## config.mk

```make
export PLATFORM = sky130hd
export DESIGN_NAME = regfile_wb_arbiter_flat
export DESIGN_NICKNAME = d
export VERILOG_FILES = /design/src/rtl/regfile_wb_arbiter_if.sv /design/src/rtl/regfile_wb_arbiter.sv /design/src/flat_wrapper.sv
export SDC_FILE = /design/constraint.sdc
export NUM_CORES = 1
export LEC_CHECK = 0
export CAP_MARGIN = 40
export CORE_UTILIZATION = 45
export DETAILED_ROUTE_END_ITERATION = 10
export PLACE_DENSITY = 0.77
export SETUP_SLACK_MARGIN = 0.15
export SLEW_MARGIN = 20
export SYNTH_ARGS = -nofsm -noshare
export SYNTH_HDL_FRONTEND = slang
export SYNTH_SLANG_ARGS = --single-unit
```

## constraint.sdc

```tcl
create_clock -name clk -period 7.76 [get_ports clk]
set_input_delay 2.328 -clock clk [delete_from_list [all_inputs] [get_ports clk]]
set_output_delay 2.328 -clock clk [all_outputs]
set_load 0.1 [all_outputs]
```

## src/rtl/regfile_wb_arbiter_if.sv

```systemverilog
// Bus bundle between the pipeline/MD unit and the register-file write-port arbiter.
// MD handshake: an MD result transfers at a rising edge where md_valid && md_ready;
// md_addr/md_data must be stable while md_valid is high. WB has no backpressure.
interface regfile_wb_arbiter_if;
  logic        wb_valid;
  logic [4:0]  wb_addr;
  logic [31:0] wb_data;
  logic        md_valid;
  logic        md_ready;
  logic [4:0]  md_addr;
  logic [31:0] md_data;
  logic        pipe_stall;
  logic [31:0] md_pending_mask;
  logic        rf_we;
  logic [4:0]  rf_addr;
  logic [31:0] rf_data;

  modport master (
    output wb_valid, wb_addr, wb_data, md_valid, md_addr, md_data,
    input  md_ready, pipe_stall, md_pending_mask, rf_we, rf_addr, rf_data
  );

  modport slave (
    input  wb_valid, wb_addr, wb_data, md_valid, md_addr, md_data,
    output md_ready, pipe_stall, md_pending_mask, rf_we, rf_addr, rf_data
  );
endinterface

```

## src/rtl/regfile_wb_arbiter.sv

```systemverilog
// Register-file write-port arbiter: WB has priority, MD results queue in a FIFO,
// and a starvation counter forces a one-cycle pipeline stall so MD always drains.
module regfile_wb_arbiter #(
  parameter int DEPTH        = 2,
  parameter int STARVE_LIMIT = 4
) (
  input  logic               clk,
  input  logic               rst_n,
  regfile_wb_arbiter_if.slave bus
);
  localparam int AW = $clog2(DEPTH);
  localparam int CW = $clog2(STARVE_LIMIT + 1);

  typedef enum logic {ARB_RUN, ARB_STALL} arb_state_e;

  arb_state_e        state_q, state_d;
  logic [CW-1:0]     starve_cnt, starve_cnt_d;
  logic [AW:0]       wr_ptr, rd_ptr;
  logic [4:0]        addr_q [DEPTH];
  logic [31:0]       data_q [DEPTH];
  logic [DEPTH-1:0]  vld_q;
  logic              empty, full, push, pop, gnt_wb, gnt_md;
  logic [AW-1:0]     wr_idx, rd_idx;
  logic [31:0]       pending;

  assign wr_idx = wr_ptr[AW-1:0];
  assign rd_idx = rd_ptr[AW-1:0];
  assign empty  = (wr_ptr == rd_ptr);
  assign full   = (wr_ptr[AW] != rd_ptr[AW]) && (wr_idx == rd_idx);

  // Acceptance depends only on occupancy at the start of the cycle: no push-through.
  assign bus.md_ready = rst_n && !full;
  assign push         = bus.md_valid && bus.md_ready;

  // The stall state is the arbiter's only FSM state and is visible as pipe_stall.
  assign bus.pipe_stall = (state_q == ARB_STALL);
  assign gnt_wb         = bus.wb_valid && (state_q != ARB_STALL);
  assign gnt_md         = !gnt_wb && !empty;
  assign pop            = gnt_md;

  always_comb begin
    state_d      = ARB_RUN;
    starve_cnt_d = starve_cnt;
    if (pop || empty) begin
      starve_cnt_d = '0;
    end else if (gnt_wb) begin
      starve_cnt_d = starve_cnt + 1'b1;
    end
    if (state_q == ARB_RUN && gnt_wb && !empty && starve_cnt_d == CW'(STARVE_LIMIT)) begin
      state_d = ARB_STALL;
    end
  end

  always_ff @(posedge clk) begin
    if (!rst_n) begin
      state_q    <= ARB_RUN;
      starve_cnt <= '0;
    end else begin
      state_q    <= state_d;
      starve_cnt <= starve_cnt_d;
    end
  end

  always_ff @(posedge clk) begin
    if (!rst_n) begin
      wr_ptr <= '0;
      rd_ptr <= '0;
      vld_q  <= '0;
    end else begin
      if (push) begin
        addr_q[wr_idx] <= bus.md_addr;
        data_q[wr_idx] <= bus.md_data;
        vld_q[wr_idx]  <= 1'b1;
        wr_ptr         <= wr_ptr + 1'b1;
      end
      if (pop) begin
        vld_q[rd_idx] <= 1'b0;
        rd_ptr        <= rd_ptr + 1'b1;
      end
    end
  end

  always_comb begin
    pending = '0;
    for (int i = 0; i < DEPTH; i++) begin
      if (vld_q[i]) pending[addr_q[i]] = 1'b1;
    end
    pending[0] = 1'b0;
  end
  assign bus.md_pending_mask = pending;

  // Writes to $zero still consume their grant but never raise the strobe.
  always_ff @(posedge clk) begin
    if (!rst_n) begin
      bus.rf_we   <= 1'b0;
      bus.rf_addr <= '0;
      bus.rf_data <= '0;
    end else begin
      bus.rf_we <= 1'b0;
      if (gnt_wb) begin
        bus.rf_we   <= (bus.wb_addr != 5'd0);
        bus.rf_addr <= bus.wb_addr;
        bus.rf_data <= bus.wb_data;
      end else if (gnt_md) begin
        bus.rf_we   <= (addr_q[rd_idx] != 5'd0);
        bus.rf_addr <= addr_q[rd_idx];
        bus.rf_data <= data_q[rd_idx];
      end
    end
  end
endmodule

```

## src/flat_wrapper.sv

```systemverilog
// flat-port wrapper written by rule: the top's interface ports become plain ports
module regfile_wb_arbiter_flat 
#(
  parameter int DEPTH        = 2,
  parameter int STARVE_LIMIT = 4
)
  (clk, rst_n, bus_wb_valid, bus_wb_addr, bus_wb_data, bus_md_valid, bus_md_addr, bus_md_data, bus_md_ready, bus_pipe_stall, bus_md_pending_mask, bus_rf_we, bus_rf_addr, bus_rf_data);
  regfile_wb_arbiter_if bus_i ();
  input  logic clk;
  input  logic rst_n;
  input wire logic [$bits(bus_i.wb_valid)-1:0] bus_wb_valid;
  input wire logic [$bits(bus_i.wb_addr)-1:0] bus_wb_addr;
  input wire logic [$bits(bus_i.wb_data)-1:0] bus_wb_data;
  input wire logic [$bits(bus_i.md_valid)-1:0] bus_md_valid;
  input wire logic [$bits(bus_i.md_addr)-1:0] bus_md_addr;
  input wire logic [$bits(bus_i.md_data)-1:0] bus_md_data;
  output wire logic [$bits(bus_i.md_ready)-1:0] bus_md_ready;
  output wire logic [$bits(bus_i.pipe_stall)-1:0] bus_pipe_stall;
  output wire logic [$bits(bus_i.md_pending_mask)-1:0] bus_md_pending_mask;
  output wire logic [$bits(bus_i.rf_we)-1:0] bus_rf_we;
  output wire logic [$bits(bus_i.rf_addr)-1:0] bus_rf_addr;
  output wire logic [$bits(bus_i.rf_data)-1:0] bus_rf_data;
  assign bus_i.wb_valid = bus_wb_valid;
  assign bus_i.wb_addr = bus_wb_addr;
  assign bus_i.wb_data = bus_wb_data;
  assign bus_i.md_valid = bus_md_valid;
  assign bus_i.md_addr = bus_md_addr;
  assign bus_i.md_data = bus_md_data;
  assign bus_md_ready = bus_i.md_ready;
  assign bus_pipe_stall = bus_i.pipe_stall;
  assign bus_md_pending_mask = bus_i.md_pending_mask;
  assign bus_rf_we = bus_i.rf_we;
  assign bus_rf_addr = bus_i.rf_addr;
  assign bus_rf_data = bus_i.rf_data;
  regfile_wb_arbiter #(.DEPTH(DEPTH), .STARVE_LIMIT(STARVE_LIMIT)) u_core (.clk(clk), .rst_n(rst_n), .bus(bus_i));
endmodule
```

==> results.toml <==
[outcome]
status = "finished, final reports clean"

[clock_tree]
clkLatencyLatePin_ns = 0.40
ctsHoldBuffers = 0
htreeDepth = 4
ctsResizeCount = 0
cts_root_buffer = "clkbuf_16"
cts_tree = "yes"
cts_setup_buffers = 0
cts_buffer_depth = 2
clk_pin_slew_ns = 0.05
numCtsBuffers = 17
clock_sinks = 123

[yosys]
synth_common_cells = "74 x edfxtp_1, 65 x a21oi_1, 49 x dfxtp_1"
synth-edff-count = 74
avgSynthCellArea_um2 = 11.6
yosysWarnings = 0
synth_top_area_frac = 0.434
netlist_top_cells_area = "edfxtp_1 43%, dfxtp_1 19%, mux2i_1 7.4%"
syn_inst = 442
ys_async_sr_fraction = 0
synth_top_cell_by_area = "edfxtp_1"
ys_ff_latch = 123
syn_nets = 521
synth.most_common_cell = "edfxtp_1"
ys_types = 35
synthesis.area_um2 = 5110
synth_flop_cell = "edfxtp_1"
yosysSeqAreaShare = 0.626

[finish]
fin_cells = 807
antenna_cells = 0
fill_cells = 668
drive_gt1_frac = 0.193
fin_area_um2 = 8410
regArea_um2 = 3200
final_core_util = 0.769
syn_to_final_growth_pct = 64.3
nets = 733
multi_input_area_um2 = 1810

[floorplan]
top_level_ports = 150
fp.dieW_um = 109
fp-row-count = 38
die_area_um2 = 11800
initial_utilization = 0.468
placeableCoreArea_um2 = 10900
die_h_um = 109

[worst_hold_path]
hold_path_depth = 1
hold_class = "reg2reg"

[route]
ant_nets = 0
firstDrtPassIters = 5
wl_per_cell_um = 18.6
drcViolationCount = 0
wl_um = 15000
via_per_inst = 5.59
num_vias = 4513
first_iter_violations = 364

[sta]
fin_crit_ns = 5.46
fin_crit_sh = 0.704
tightest_slew_ns = 0.715
hold_ws_ns = 0.452
setup_viol = 0
fin_setup_tns_ns = 0
rsz0062_at_grt = "false"
fin_skew_ns = 0.00841
fmax_mhz = 183
slew_headroom = 0.523
hold_viol = 0
final_max_slew_viol_count = 0

[pwr]
peakVddDrop_mv = 0.163
p_per_area_nw_per_um2 = 240
p_leak_nw = 2.97

[place]
dpl_cell_area_um2 = 7840
io_buffers = 148
globalplace.congestion = 1.02
place_inst = 775
dpl.hpwl_um = 10600

[global_route]
grt_pass1_vias = 4643
grt_max_degree = 51
grt_pass1_wl_um = 23300
grtUsageTotal = 0.262
antenna_found_initial = 0
overflow = 0

[worst_setup_path]
arrival_ns = 3.13
crit_path_end_kind = "primary output"
critPathMaxFanout = 2
cp_data_required_time_ns = 5.43
critPathLaunchType = "input port"
r2r_cells = 5
crit_type = "in2out"

[run]
drv_cap = 0
[worst max-delay path: stages]
cell      delay, ns
buf_2          0.12
a21boi_0       0.33
buf_4          0.36
[worst paths after layout]
path	start	end	slack, ns
hold / removal	u_core.starve_cnt[0]	u_core.starve_cnt[0]	0.45
setup / recovery	rst_n	bus_md_ready	2.30
hold reg to reg	u_core.starve_cnt[0]	u_core.starve_cnt[0]	0.45
setup reg to reg	u_core.wr_ptr[1]	u_core.data_q[0][25]	5.09
[logic make-up after synthesis]
group | count (synthesis) | share of synthesized area
other cells | 1 | 0.000733
compound gates | 143 | 0.152
xor+xnor | 5 | 0.00856
simple gates | 91 | 0.0964
buf+inv | 35 | 0.0281
fa+ha+maj | 1 | 0.00245
flops | 123 | 0.626
mux | 43 | 0.0854
[cell usage in the layout (no fill, tap or decap), drive strengths merged, types with 21 or more instances in the layout]
cell / instances
clkdlybuf4s50: 146
o21ai: 39
a21oi: 65
o22ai: 31
nand3: 43
dfxtp: 49
mux2i: 38
clkbuf: 21
edfxtp: 74
buf: 81
[final cells by class]
cell class                 instances  area share
clock buffer                      21      0.0560
clock inverter                    11      0.0113
inverter                           1    0.000447
multi-input combinational        284       0.215
sequential                       123       0.381
tap                              140      0.0208
timing repair buffer             227       0.315
[sequential cells by signal, indices dropped and copies added, names as in the netlist, named ones only]
register and count:
u_core.starve_cnt 3, u_core.bus.rf_data 32, u_core.bus.rf_we 1, u_core.addr_q 10, u_core.rd_ptr 2, u_core.data_q 64
u_core.bus.rf_addr 5, u_core.vld_q 2, u_core.wr_ptr 2, u_core.bus.pipe_stall 1
[per-stage QoR]
stage / power, W / setup slack, ns
6_report: 0.00202 / 2.30
5_1_grt: 0.00209 / 2.26
4_1_cts: 0.00203 / 2.29
3_5_place_dp: 0.00130 / 2.31
3_3_place_gp: 0.00120 / 2.32
2_1_floorplan: 0.00108 / 0.641
[routing by layer]
layer,vias up,routed length (µm),track usage,part of all wire
met4,0,190,0.0917,0.013
li1,2108,-,-,-
met2,217,7840,0.479,0.52
met3,19,1180,0.0735,0.079
met5,-,0,0,0
met1,2169,5810,0.291,0.39
[where the power goes]
| part | internal (W) | switching (W) |
|---|---|---|
| logic | 0.000200 | 0.000319 |
| clock network | 0.000462 | 0.000269 |
| registers | 0.000736 | 0.0000294 |
Power figures use the tool's default switching activity.
